## src/rtl/insn_sequencer_pkg.sv

```systemverilog
// Shared types for the multi-cycle instruction sequencer: FSM state encoding and the canonical NOP word.
package insn_sequencer_pkg;

  typedef enum logic [2:0] {
    ST_FETCH  = 3'd0,
    ST_DECODE = 3'd1,
    ST_EXEC   = 3'd2,
    ST_MEM    = 3'd3,
    ST_WB     = 3'd4,
    ST_FAULT  = 3'd5
  } state_e;

  // addi x0, x0, 0
  localparam logic [31:0] INSN_NOP = 32'h0000_0013;

endpackage

```

## src/rtl/insn_sequencer.sv

```systemverilog
// Multi-cycle RV32 control FSM: FETCH->DECODE->EXEC->[MEM]->WB, 4 cycles min, >=5 with a memory access.
// Waits on imem/dmem ready with a bounded timeout into a sticky FAULT; run=0 parks the sequencer in FETCH.
module insn_sequencer
  import insn_sequencer_pkg::*;
#(
  parameter int                ADDR_W   = 32,
  parameter logic [ADDR_W-1:0] RESET_PC = '0,
  parameter int                TIMEOUT  = 255
) (
  input  logic              clk,
  input  logic              rst,
  input  logic              run,
  output logic              imem_req,
  output logic [ADDR_W-1:0] imem_addr,
  input  logic              imem_ready,
  input  logic [31:0]       imem_rdata,
  output logic [31:0]       insn,
  input  logic              dec_reg_we,
  input  logic              dec_data_we,
  input  logic              dec_branch,
  input  logic              dec_load,
  input  logic              alu_zero,
  input  logic [ADDR_W-1:0] branch_target,
  output logic              dmem_req,
  output logic              dmem_we,
  input  logic              dmem_ready,
  output logic              rf_we,
  output logic [ADDR_W-1:0] pc,
  output logic              retire,
  output logic              fault
);

  localparam int CNT_W = $clog2(TIMEOUT + 1);

  state_e            state_q, state_d;
  logic [31:0]       insn_q, insn_d;
  logic [ADDR_W-1:0] pc_q, pc_d;
  logic [ADDR_W-1:0] target_q, target_d;
  logic              reg_we_q, reg_we_d;
  logic              data_we_q, data_we_d;
  logic              taken_q, taken_d;
  logic [CNT_W-1:0]  cnt_q, cnt_d;
  logic [CNT_W-1:0]  cnt_inc;
  logic              cnt_expired;

  always_ff @(posedge clk) begin
    if (rst) begin
      state_q   <= ST_FETCH;
      insn_q    <= '0;
      pc_q      <= RESET_PC;
      target_q  <= '0;
      reg_we_q  <= 1'b0;
      data_we_q <= 1'b0;
      taken_q   <= 1'b0;
      cnt_q     <= '0;
    end else begin
      state_q   <= state_d;
      insn_q    <= insn_d;
      pc_q      <= pc_d;
      target_q  <= target_d;
      reg_we_q  <= reg_we_d;
      data_we_q <= data_we_d;
      taken_q   <= taken_d;
      cnt_q     <= cnt_d;
    end
  end

  // Counter only advances on a stalled request, so cnt_q never exceeds TIMEOUT-1.
  assign cnt_inc     = cnt_q + 1'b1;
  assign cnt_expired = (cnt_inc == CNT_W'(TIMEOUT));

  always_comb begin
    state_d   = state_q;
    insn_d    = insn_q;
    pc_d      = pc_q;
    target_d  = target_q;
    reg_we_d  = reg_we_q;
    data_we_d = data_we_q;
    taken_d   = taken_q;
    cnt_d     = '0;
    imem_req  = 1'b0;
    dmem_req  = 1'b0;
    dmem_we   = 1'b0;
    rf_we     = 1'b0;
    retire    = 1'b0;
    fault     = 1'b0;

    case (state_q)
      ST_FETCH: begin
        imem_req = run;
        if (!run) begin
          cnt_d = cnt_q;
        end else if (imem_ready) begin
          insn_d  = imem_rdata;
          state_d = ST_DECODE;
        end else if (cnt_expired) begin
          state_d = ST_FAULT;
        end else begin
          cnt_d = cnt_inc;
        end
      end
      ST_DECODE: state_d = ST_EXEC;
      ST_EXEC: begin
        reg_we_d  = dec_reg_we;
        data_we_d = dec_data_we;
        taken_d   = dec_branch && alu_zero;
        target_d  = branch_target;
        if (dec_branch && alu_zero && (branch_target[1:0] != 2'b00)) begin
          state_d = ST_FAULT;
        end else if (dec_load || dec_data_we) begin
          state_d = ST_MEM;
        end else begin
          state_d = ST_WB;
        end
      end
      ST_MEM: begin
        // A combined load+store flag set falls out as a store via data_we_q.
        dmem_req = 1'b1;
        dmem_we  = data_we_q;
        if (dmem_ready) begin
          state_d = ST_WB;
        end else if (cnt_expired) begin
          state_d = ST_FAULT;
        end else begin
          cnt_d = cnt_inc;
        end
      end
      ST_WB: begin
        rf_we   = reg_we_q;
        retire  = 1'b1;
        pc_d    = taken_q ? target_q : pc_q + ADDR_W'(4);
        state_d = ST_FETCH;
      end
      ST_FAULT: fault = 1'b1;
      default:  state_d = ST_FAULT;
    endcase
  end

  assign imem_addr = pc_q;
  assign pc        = pc_q;
  assign insn      = insn_q;

endmodule
```

## config.mk

```make
export PLATFORM = sky130hd
export DESIGN_NAME = insn_sequencer
export DESIGN_NICKNAME = d
export VERILOG_FILES = /design/src/rtl/insn_sequencer_pkg.sv /design/src/rtl/insn_sequencer.sv
export SDC_FILE = /design/constraint.sdc
export NUM_CORES = 1
export LEC_CHECK = 0
export ABC_AREA = 1
export CORE_MARGIN = 2
export CORE_UTILIZATION = 47
export DETAILED_ROUTE_END_ITERATION = 12
export GPL_ROUTABILITY_DRIVEN = 0
export PLACE_DENSITY = 0.81
export SLEW_MARGIN = 10
export SYNTH_ARGS = -nofsm -noshare
export SYNTH_HDL_FRONTEND = slang
export SYNTH_SLANG_ARGS = --single-unit
```

## constraint.sdc

```tcl
create_clock -name clk -period 1.7 [get_ports clk]
set_input_delay 0.17 -clock clk [delete_from_list [all_inputs] [get_ports clk]]
set_output_delay 0.17 -clock clk [all_outputs]
set_load 0.05 [all_outputs]
```

==> run metrics <==
DIE HEIGHT=~110 µm; Fmax=596.2 MHz; number of buffers created by CTS=9; CTS Buffer Depth=2; number of inserted diodes=0; via count=approximately 5700; Synth top cells by count=nand2_1 (156), a21oi_1 (116), dfxtp_1 (110); sequential area share after synthesis=between 30 and 40%; latest clock arrival within the worst-skew pair=350 ps; Peak VDD IR=742.3 µV; outcome=finished clean; syn_nets=~870; relative slew slack=53.05%; num ports=176; Synth Warn #=0; DRT iter0 DRCs=325; pre-CTS setup slack=48.75 ps; Root Buffer=clkbuf_16; critical path startpoint category=flip-flop; # port buffers=175; Post-Place Cells=approximately 1100; Hold Path Class=input port to flip-flop; vias in the first global route=5404; post-synthesis mux area share=0%; Worst Path Arrival=between 1500 and 2000 ps; fin. max-slew vios=0; Nets=1017; post-synthesis compound-gate area fraction=between 10% and 20%; Post-Synth XOR/XNOR Area=1.112%; count of final setup violators=0; Static Leak=3.307 nW; async set or reset register ratio after synthesis=0%; largest net degree at the start of global routing=64; Initial Utilization=between 40% and 50%; first-pass GRT wire length=25.50 mm; #FFs+latches synth=110; Avg Cell Area, Syn=6.959 µm²; slowest stage delay, CP=810 ps; HPWL after DPL=11.40 mm; Vias/cell=between 5 and 6; cell taking the most area after synthesis=dfxtp_1; crit path max-delay cell type=clkdlybuf4s50_1; layout cell share with drive strength beyond 1=19.37%; period utilisation layout=98.66%; synth unique cells=37; antenna violations before repair=0; drt wl/cell=14.67 µm; largest family of logic cells by synthesized area=simple AND/OR/NAND/NOR gates; crit end category=output port; clock-pin slew on the worst setup and hold paths=70 ps; CTS tree=done; Hold Vio Cnt, Final=0; simple-gate share of the synthesized area=27.47%; antenna-violating nets left=0; Total Wirelength=15.96 mm; Core Area=0.01142 mm²; GRT Util Overall=~25%; grt ovf=0; final setup margin=22.75 ps; synth top area cells=dfxtp_1 (40%), nand2_1 (11%), a21oi_1 (11%); Cell Pwr Density=792.3 mW/mm²; Top delay family on crit path=buffers and inverters; H-tree levels=3; Mapped Area=~0.0055 mm²; Max-Cap Viols=0; WP data required=1530 ps; Adder-Cell Fraction of Synth Area=0.6810%; Pre-Repair DR Iteration Count=5; Clock Skew=8.343 ps; die span in x=112.3 µm; Final Critical Period=approximately 1700 ps; post-CTS setup buffer count=0; Mapped Cells=792; Worst Max-Slew Pin Slew=704.3 ps; CP bufs+invs=1; Layout Cells excl Fill=approximately 1100; CP cell instances=clkdlybuf4s50_1; DRC=0; crit path kind=flip-flop to output port; Yosys top cell area share=39.95%; setup TNS=0 ps; clock sink count=110; unrepaired setup endpoints after global routing=true; Syn-to-layout area delta=39.70%; crit-path max FO=2; number of synthesized flops with an enable pin=0; top_reg_cell synth=dfxtp_1; row count=39; most frequent cell after synthesis=nand2_1; Power Total=6.101 mW; die outline area=0.01261 mm²
-- kinds of logic (layout without fill, tap and decap cells) --
group / count (synthesis) / count (layout)
flops: 110 / 110
simple gates: 329 / 330
buf+inv: 156 / 308
xor+xnor: 7 / 7
fa+ha+maj: 3 / 3
compound gates: 187 / 187
-- area by class of cell --
type | instances | area [µm²]
inverters | 86 | 322.8
repair buffers | 206 | 1977
flip-flops and latches | 110 | 2226
well taps | 143 | 178.9
clock buffers | 12 | 246.5
fillers | 1012 | 3719
clock inverters | 4 | 52.55
multi-input cells | 527 | 2696
-- through the flow --
stage,util (%),hold slack [ps],instance area [µm²]
final,67.43,277.8,7700
after global routing,67.43,329.3,7700
after CTS,66.28,267.9,7569
after detailed placement,63.43,433.6,7243
after global placement,63.43,429.6,7243
after floorplan,-,334.4,5547
-- final timing paths --
path	start	to	slack (ps)	cells past startpoint
setup reg to reg	imem_addr[2]$_SDFFE_PP0P_	imem_addr[20]$_SDFFE_PP0P_	120	8
hold / removal	rst	imem_addr[11]$_SDFFE_PP0P_	280	5
hold reg to reg	target_q[8]$_SDFFE_PP0P_	target_q[8]$_SDFFE_PP0P_	450	2
setup / recovery	insn[6]$_SDFFE_PP0P_	insn[6]	20	1
-- cell usage in the layout (no fill, tap or decap), types with 9 or more instances in the layout --
cell             count
nand2_1            154
a21oi_1            116
dfxtp_1             91
buf_4               90
inv_1               76
clkdlybuf4s50_1     75
nand3_1             65
o21ai_0             54
nor2_1              39
dfxtp_2             19
dlymetal6s2s_1      17
nor2_2              13
nand4_1             12
dlygate4sd2_1       12
nor3_1              10
clkbuf_16            9
buf_12               9
-- where the power goes --
part           internal (mW)  leakage, nW  switching (mW)  total [mW]
combinational          0.466         2.26           0.675        1.14
clock                   1.19        0.148           0.959        2.15
sequential              2.73        0.902          0.0787        2.81
-- state kept, by name, summed over array words and instances, names as in the netlist --
register	flops
target_q	32
reg_we_q	1
taken_q	1
insn	32
state_q	3
cnt_q	8
imem_addr	32
data_we_q	1
-- timing repair --
item | CTS | global route
cloned | 1 | 1
setup endpoints to repair | 14 | 35
hold buffers | 0 | 0
pin swaps | 0 | 5
gates resized for setup | 16 | 39
-- layer usage --
| metal | wire [µm] | vias to the layer above | part of all wire [%] | track usage (%) |
|---|---|---|---|---|
| met5 | 0 | - | 0 | 0 |
| met4 | 189 | 0 | 1.2 | 5.610 |
| li1 | - | 2877 | - | - |
| met1 | 6515 | 2623 | 41 | 30.07 |
| met3 | 1260 | 15 | 7.9 | 8.207 |
| met2 | 7993 | 197 | 50 | 42.69 |
Note: power is estimated with default switching activity, not from simulation.
